`src/rtl/clk_ctrl_pkg.sv`:
```
// Shared types and defaults for the SAP-3 CPU clock controller.
// Imported by the controller top and its step-input conditioner.
package clk_ctrl_pkg;

    typedef enum logic [1:0] {
        CS_IDLE = 2'd0,
        CS_RUN  = 2'd1,
        CS_STEP = 2'd2,
        CS_HALT = 2'd3
    } clk_state_e;

    localparam int DIV_W_DEF = 8;
    localparam int CYC_W_DEF = 16;

    // States in which the divider counts and clk_o may be high.
    function automatic logic is_clocking(input clk_state_e s);
        return (s == CS_RUN) || (s == CS_STEP);
    endfunction

endpackage

```
`src/rtl/cpu_clk_ctrl_sync.sv`:
```
// Two-flop synchronizer for an asynchronous input followed by a
// registered single-cycle rising-edge pulse.
module sync_rise_det (
    input  logic clk,
    input  logic rst_n,
    input  logic async_i,
    output logic rise_o
);

    logic meta_q, meta_d;
    logic sync_q, sync_d;
    logic prev_q, prev_d;
    logic rise_q, rise_d;

    always_comb begin
        meta_d = async_i;
        sync_d = meta_q;
        prev_d = sync_q;
        rise_d = sync_q & ~prev_q;
    end

    always_ff @(posedge clk or negedge rst_n) begin
        if (!rst_n) begin
            meta_q <= 1'b0;
            sync_q <= 1'b0;
            prev_q <= 1'b0;
            rise_q <= 1'b0;
        end else begin
            meta_q <= meta_d;
            sync_q <= sync_d;
            prev_q <= prev_d;
            rise_q <= rise_d;
        end
    end

    assign rise_o = rise_q;

endmodule

```
`src/rtl/cpu_clk_ctrl.sv`:
```
// Run/step/halt controller producing a programmable divided CPU clock
// with an aligned tick; start and stop only at half-period boundaries.
module cpu_clk_ctrl
    import clk_ctrl_pkg::*;
#(
    parameter int DIV_W = DIV_W_DEF,
    parameter int CYC_W = CYC_W_DEF
) (
    input  logic             clk,
    input  logic             rst_n,
    input  logic             run_i,
    input  logic             step_i,
    input  logic             halt_i,
    input  logic [DIV_W-1:0] div_i,
    output logic             clk_o,
    output logic             tick_o,
    output logic [1:0]       state_o,
    output logic             halted_o,
    output logic [CYC_W-1:0] cyc_cnt_o
);

    clk_state_e       state_q, state_d;
    logic [DIV_W-1:0] cnt_q, cnt_d;
    logic [DIV_W-1:0] div_q, div_d;
    logic             clk_q, clk_d;
    logic             tick_q, tick_d;
    logic             halted_q, halted_d;
    logic [CYC_W-1:0] cyc_q, cyc_d;

    logic step_rise;
    logic boundary;

    sync_rise_det u_step_sync (
        .clk     (clk),
        .rst_n   (rst_n),
        .async_i (step_i),
        .rise_o  (step_rise)
    );

    assign boundary = (cnt_q == div_q);

    always_comb begin
        state_d = state_q;
        cnt_d   = cnt_q;
        div_d   = div_q;
        clk_d   = clk_q;
        tick_d  = 1'b0;
        cyc_d   = cyc_q;

        case (state_q)
            CS_IDLE: begin
                cnt_d = '0;
                clk_d = 1'b0;
                // run wins over a coincident step edge, which is dropped
                if (halt_i) begin
                    state_d = CS_HALT;
                end else if (run_i) begin
                    state_d = CS_RUN;
                    div_d   = div_i;
                end else if (step_rise) begin
                    state_d = CS_STEP;
                    div_d   = div_i;
                end
            end

            CS_RUN, CS_STEP: begin
                if (boundary) begin
                    cnt_d = '0;
                    div_d = div_i;
                    if (clk_q) begin
                        clk_d = 1'b0;
                        if (state_q == CS_STEP) begin
                            state_d = CS_IDLE;
                        end
                    end else if ((state_q == CS_RUN) && halt_i) begin
                        state_d = CS_HALT;
                    end else if ((state_q == CS_RUN) && !run_i) begin
                        state_d = CS_IDLE;
                    end else begin
                        clk_d  = 1'b1;
                        tick_d = 1'b1;
                        cyc_d  = cyc_q + 1'b1;
                    end
                end else begin
                    cnt_d = cnt_q + 1'b1;
                end
            end

            CS_HALT: begin
                cnt_d = '0;
                clk_d = 1'b0;
            end

            default: begin
                state_d = CS_IDLE;
                cnt_d   = '0;
                clk_d   = 1'b0;
            end
        endcase

        // Counter must never hold a stale value outside the clocking states.
        if (!is_clocking(state_d)) begin
            cnt_d = '0;
        end

        halted_d = (state_d == CS_HALT);
    end

    always_ff @(posedge clk or negedge rst_n) begin
        if (!rst_n) begin
            state_q  <= CS_IDLE;
            cnt_q    <= '0;
            div_q    <= '0;
            clk_q    <= 1'b0;
            tick_q   <= 1'b0;
            halted_q <= 1'b0;
            cyc_q    <= '0;
        end else begin
            state_q  <= state_d;
            cnt_q    <= cnt_d;
            div_q    <= div_d;
            clk_q    <= clk_d;
            tick_q   <= tick_d;
            halted_q <= halted_d;
            cyc_q    <= cyc_d;
        end
    end

    assign clk_o     = clk_q;
    assign tick_o    = tick_q;
    assign state_o   = state_q;
    assign halted_o  = halted_q;
    assign cyc_cnt_o = cyc_q;

endmodule

```
`config.mk`:
```
export PLATFORM = sky130hd
export DESIGN_NAME = cpu_clk_ctrl
export DESIGN_NICKNAME = d
export VERILOG_FILES = /design/src/rtl/clk_ctrl_pkg.sv /design/src/rtl/cpu_clk_ctrl_sync.sv /design/src/rtl/cpu_clk_ctrl.sv
export SDC_FILE = /design/constraint.sdc
export NUM_CORES = 1
export LEC_CHECK = 0
export ABC_CLOCK_PERIOD_IN_PS = 2700
export CAP_MARGIN = 20
export CORE_MARGIN = 8
export CORE_UTILIZATION = 45
export DETAILED_ROUTE_END_ITERATION = 6
export GPL_TIMING_DRIVEN = 0
export PLACE_DENSITY = 0.79
export SLEW_MARGIN = 15
export SYNTH_ARGS = -nofsm -noshare
export SYNTH_HDL_FRONTEND = slang
export SYNTH_SLANG_ARGS = --single-unit
```
`constraint.sdc`:
```
create_clock -name clk -period 2.7 [get_ports clk]
set_input_delay 0.81 -clock clk [delete_from_list [all_inputs] [get_ports clk]]
set_output_delay 0.81 -clock clk [all_outputs]
set_load 0.005 [all_outputs]
```
==> impl_metrics.ini <==
[outcome]
status = finished clean

[logic_synthesis]
ys_warn_count = 0
synth_area_leader_cell = sky130_fd_sc_hd__dfrtp_1
synth-seq-area-share_pct = 42.25
synth_area_leaders = sky130_fd_sc_hd__dfrtp_1 42%, sky130_fd_sc_hd__xor2_1 7.2%, sky130_fd_sc_hd__nor4_2 5.7%
post_syn_nets = 239
synth.ff_latch_count = 41
cell_area_after_technology_mapping_mm2 = 0.002429
syn_area_per_cell_um2 = 11.14
synth_top_cell_area_share_pct = 42.25
synthesis.instances = 218
yosys.cell_types.count = 47

[timing]
whs_ns = 0.3533
worst_slew_pin_slew_ns = 0.8053
finalSetupViolCount = 0
final.setup_skew_ns = 0.009526
final_min_period_over_clock_period_pct = 95.07
post-route-min-period_ns = 2.567
finalHoldViolCount = 0
maximum_clock_rate_mhz = 389.6
worst_relative_slew_slack_pct = 44.78
timing_max_transition_violations_final = 0

[placement]
detailed_place.area_mm2 = 0.002861
detailedPlacementHpwl_um = 3866
number_of_buffers_added_on_ports = 33
gp_congestion = 0.8431

[setup_path]
critical_path.endpoint_type = register
critical_path.startpoint_type = register
crit_required_ns = 2.91
crit_fanout = 9
terminus_of_the_critical_flop_to_flop_path = cnt_q[2]$_DFF_PN0_
worst-r2r-setup-slack_ns = 0.13
rr_worst_depth = 7
arrival_ns = 2.78
worstSetupPathType = reg -> reg
reg_to_reg_start = cnt_q[0]$_DFF_PN0_

[worst_hold_path]
timing.hold.worst_endpoint = u_step_sync.prev_d$_DFF_PN0_
worstHoldPathCells = 0
hold_path.class = reg -> reg
worst_hold_startpoint = u_step_sync.meta_q$_DFF_PN0_

[detailed_routing]
route.detailed.vias_per_inst = 5.786
total_routed_wirelength_um = 5466
post_dr_wirelength_cell_um = 16.72
post_route_drc = 0
vias = 1892
drt_iter0_drc = 71
drtAntennaViolNets = 0
detailedRoute.firstPassIterationCount = 4

[power]
power_frac_seq_pct = 33.6
power_density_mw_per_mm2 = 850.4
peakVddDrop_uv = 483.2
power.share.switching_pct = 44.64
internal-power_mw = 1.403
comb_power_share_pct = 51.6
switching_power_mw = 1.131
clkPwrFrac_pct = 14.8
static-leakage-power_nw = 1.268

[floorplanning]
top_level_ports = 34
floorplan.die_area_mm2 = 0.008004
placementRows = 26
fp.dieH_um = 89.47
floorplan.initialDensity_pct = 46.95
die_x_um = 89.47
fp.coreArea_mm2 = 0.005172

[clock_tree]
clk_pin_slew_worst_paths_ns = 0.07
max-clock-path-buffers = 2
ctsRootBufferMaster = sky130_fd_sc_hd__clkbuf_8
cts.sink_count = 41
worstSkewPairLatency_ns = 0.30
holdBufCountCts = 0
cts-buffers-inserted = 5
htree_num_levels = 2
post_cts_buffers = 0
tritoncts = done

[global_route]
grt_pass1_wl_um = 9246
grt_pass1_vias = 1909
antenna_found_initial = 0
grt_start_max_net_pins = 28
grt_util_all_layers_pct = 15.05
grt-ovfl-total = 0

[finish]
fill_cells = 439
post_route_cells_drive_above_1_share_pct = 18.68
final_net_count = 279
final_non_filler_cell_area_mm2 = 0.002980
antenna-diode-count = 0
layout-area-overhead-vs-synth_pct = 22.72

[job]
max_cap_violations = 0
[worst max-delay path, stage by stage, from the launching register on]
cell and delay (ns):
sky130_fd_sc_hd__dfrtp_1 0.47, sky130_fd_sc_hd__xnor2_1 0.27, sky130_fd_sc_hd__nand4_4 0.24, sky130_fd_sc_hd__nor2_1 0.64, sky130_fd_sc_hd__a221oi_2 0.14, sky130_fd_sc_hd__ha_1 0.36, sky130_fd_sc_hd__nand2_2 0.14, sky130_fd_sc_hd__nor3_1 0.22
[flip-flops by register name (all words and copies together), names as in the netlist]
| signal | count |
|---|---|
| state_o | 2 |
| u_step_sync.meta_q | 1 |
| u_step_sync.rise_o | 1 |
| tick_o | 1 |
| cnt_q | 8 |
| cyc_cnt_o | 16 |
| halted_o | 1 |
| div_q | 8 |
| clk_o | 1 |
| u_step_sync.prev_d | 1 |
| u_step_sync.prev_q | 1 |
[what timing repair did]
item                       in CTS  in global routing
setup endpoints to repair       7                  7
gates cloned                    0                  0
resized for setup               8                  3
[worst max path at each step]
| stage | start | endpoint | slack, ns | depth (start not counted) |
|---|---|---|---|---|
| 3_3_place_gp | halt_i | cnt_q[6]$_DFF_PN0_ | -0.38 | 8 |
| 2_1_floorplan | halt_i | cnt_q[2]$_DFF_PN0_ | 0.38 | 7 |
| 3_5_place_dp | halt_i | cnt_q[6]$_DFF_PN0_ | -0.45 | 8 |
| 6_report | cnt_q[0]$_DFF_PN0_ | cnt_q[2]$_DFF_PN0_ | 0.13 | 7 |
| 5_1_grt | cnt_q[0]$_DFF_PN0_ | cnt_q[7]$_DFF_PN0_ | -0.02 | 7 |
| 4_1_cts | halt_i | cnt_q[5]$_DFF_PN0_ | 0.009 | 8 |
[cell families after synthesis]
kind of cell             synth area share, %
AO/OA/AOI/OAI                          13.19
XOR/XNOR                               11.69
adder cells (fa/ha/maj)                4.122
buffers and inverters                  3.349
flip-flops                             42.25
multiplexers                           1.339
AND/OR/NAND/NOR                        24.06
[power by group through the flow]
stage,combinational (mW),sequential [mW],clock (mW)
3_3_place_gp,1.20,0.853,0
5_1_grt,1.45,0.867,0.421
2_1_floorplan,0.931,0.833,0
6_report,1.31,0.850,0.376
4_1_cts,1.30,0.850,0.388
3_5_place_dp,1.24,0.861,0
[layout by cell type (no fill, tap or decap), types with 6 or more instances in the layout]
cell type	netlist	routed
sky130_fd_sc_hd__xor2_1	20	20
sky130_fd_sc_hd__nor4_2	11	11
sky130_fd_sc_hd__ha_1	8	8
sky130_fd_sc_hd__inv_1	7	7
sky130_fd_sc_hd__dfrtp_1	41	41
sky130_fd_sc_hd__o211ai_1	17	17
sky130_fd_sc_hd__nand2_1	21	20
sky130_fd_sc_hd__nand3_1	11	11
sky130_fd_sc_hd__clkdlybuf4s50_1	0	30
sky130_fd_sc_hd__nand4_1	6	6
[stage by stage]
step	TNS [ns]	worst slack [ns]	cells	util [%]	total power, mW
after detailed placement	-3.210	-0.4537	322	55.32	2.102
after global placement	-11.79	-0.3832	321	55.03	2.056
after floorplan	0	0.3791	218	-	1.763
after global routing	-0.04280	-0.01816	327	57.62	2.738
after CTS	0	0.008951	328	57.45	2.536
final	0	0.1330	327	57.62	2.535
[metal layers]
metal | vias up | track usage [%] | wire, um | part of all wire (%)
met3 | 12 | 3.585 | 255 | 4.7
met5 | - | 0 | 0 | 0
met1 | 951 | 17.73 | 2344 | 43
met2 | 46 | 26.40 | 2792 | 51
met4 | 0 | 4.381 | 74 | 1.4
li1 | 883 | - | - | -
[layout make-up]
class                           count  area, um^2  share of cell area [%]
Clock buffer                        5       68.82                   2.309
Clock inverter                      1       5.005                  0.1679
Timing Repair Buffer               34       346.6                   11.63
Sequential cell                    41        1026                   34.42
Tap cell                           70       87.58                   2.939
Inverter                            7       26.28                  0.8816
Buffer                              8       51.30                   1.721
Multi-Input combinational cell    161        1369                   45.93
[cells in the mapped netlist, drive strengths merged]
| master | number |
|---|---|
| a2111o | 1 |
| a2111oi | 1 |
| a211o | 2 |
| a21o | 1 |
| a21oi | 3 |
| a221o | 1 |
| a221oi | 3 |
| and2 | 2 |
| and2b | 1 |
| and3 | 6 |
| and4 | 2 |
| buf | 5 |
| clkbuf | 4 |
| dfrtp | 41 |
| ha | 8 |
| inv | 7 |
| mux2 | 2 |
| mux2i | 1 |
| nand2 | 21 |
| nand2b | 6 |
| nand3 | 11 |
| nand4 | 8 |
| nor2 | 3 |
| nor2b | 1 |
| nor3 | 7 |
| nor4 | 14 |
| nor4b | 1 |
| o2111ai | 4 |
| o211ai | 17 |
| o21a | 1 |
| o21ai | 1 |
| o21bai | 1 |
| o22ai | 1 |
| or3 | 1 |
| xnor2 | 9 |
| xor2 | 20 |
Power figures use the tool's default switching activity.
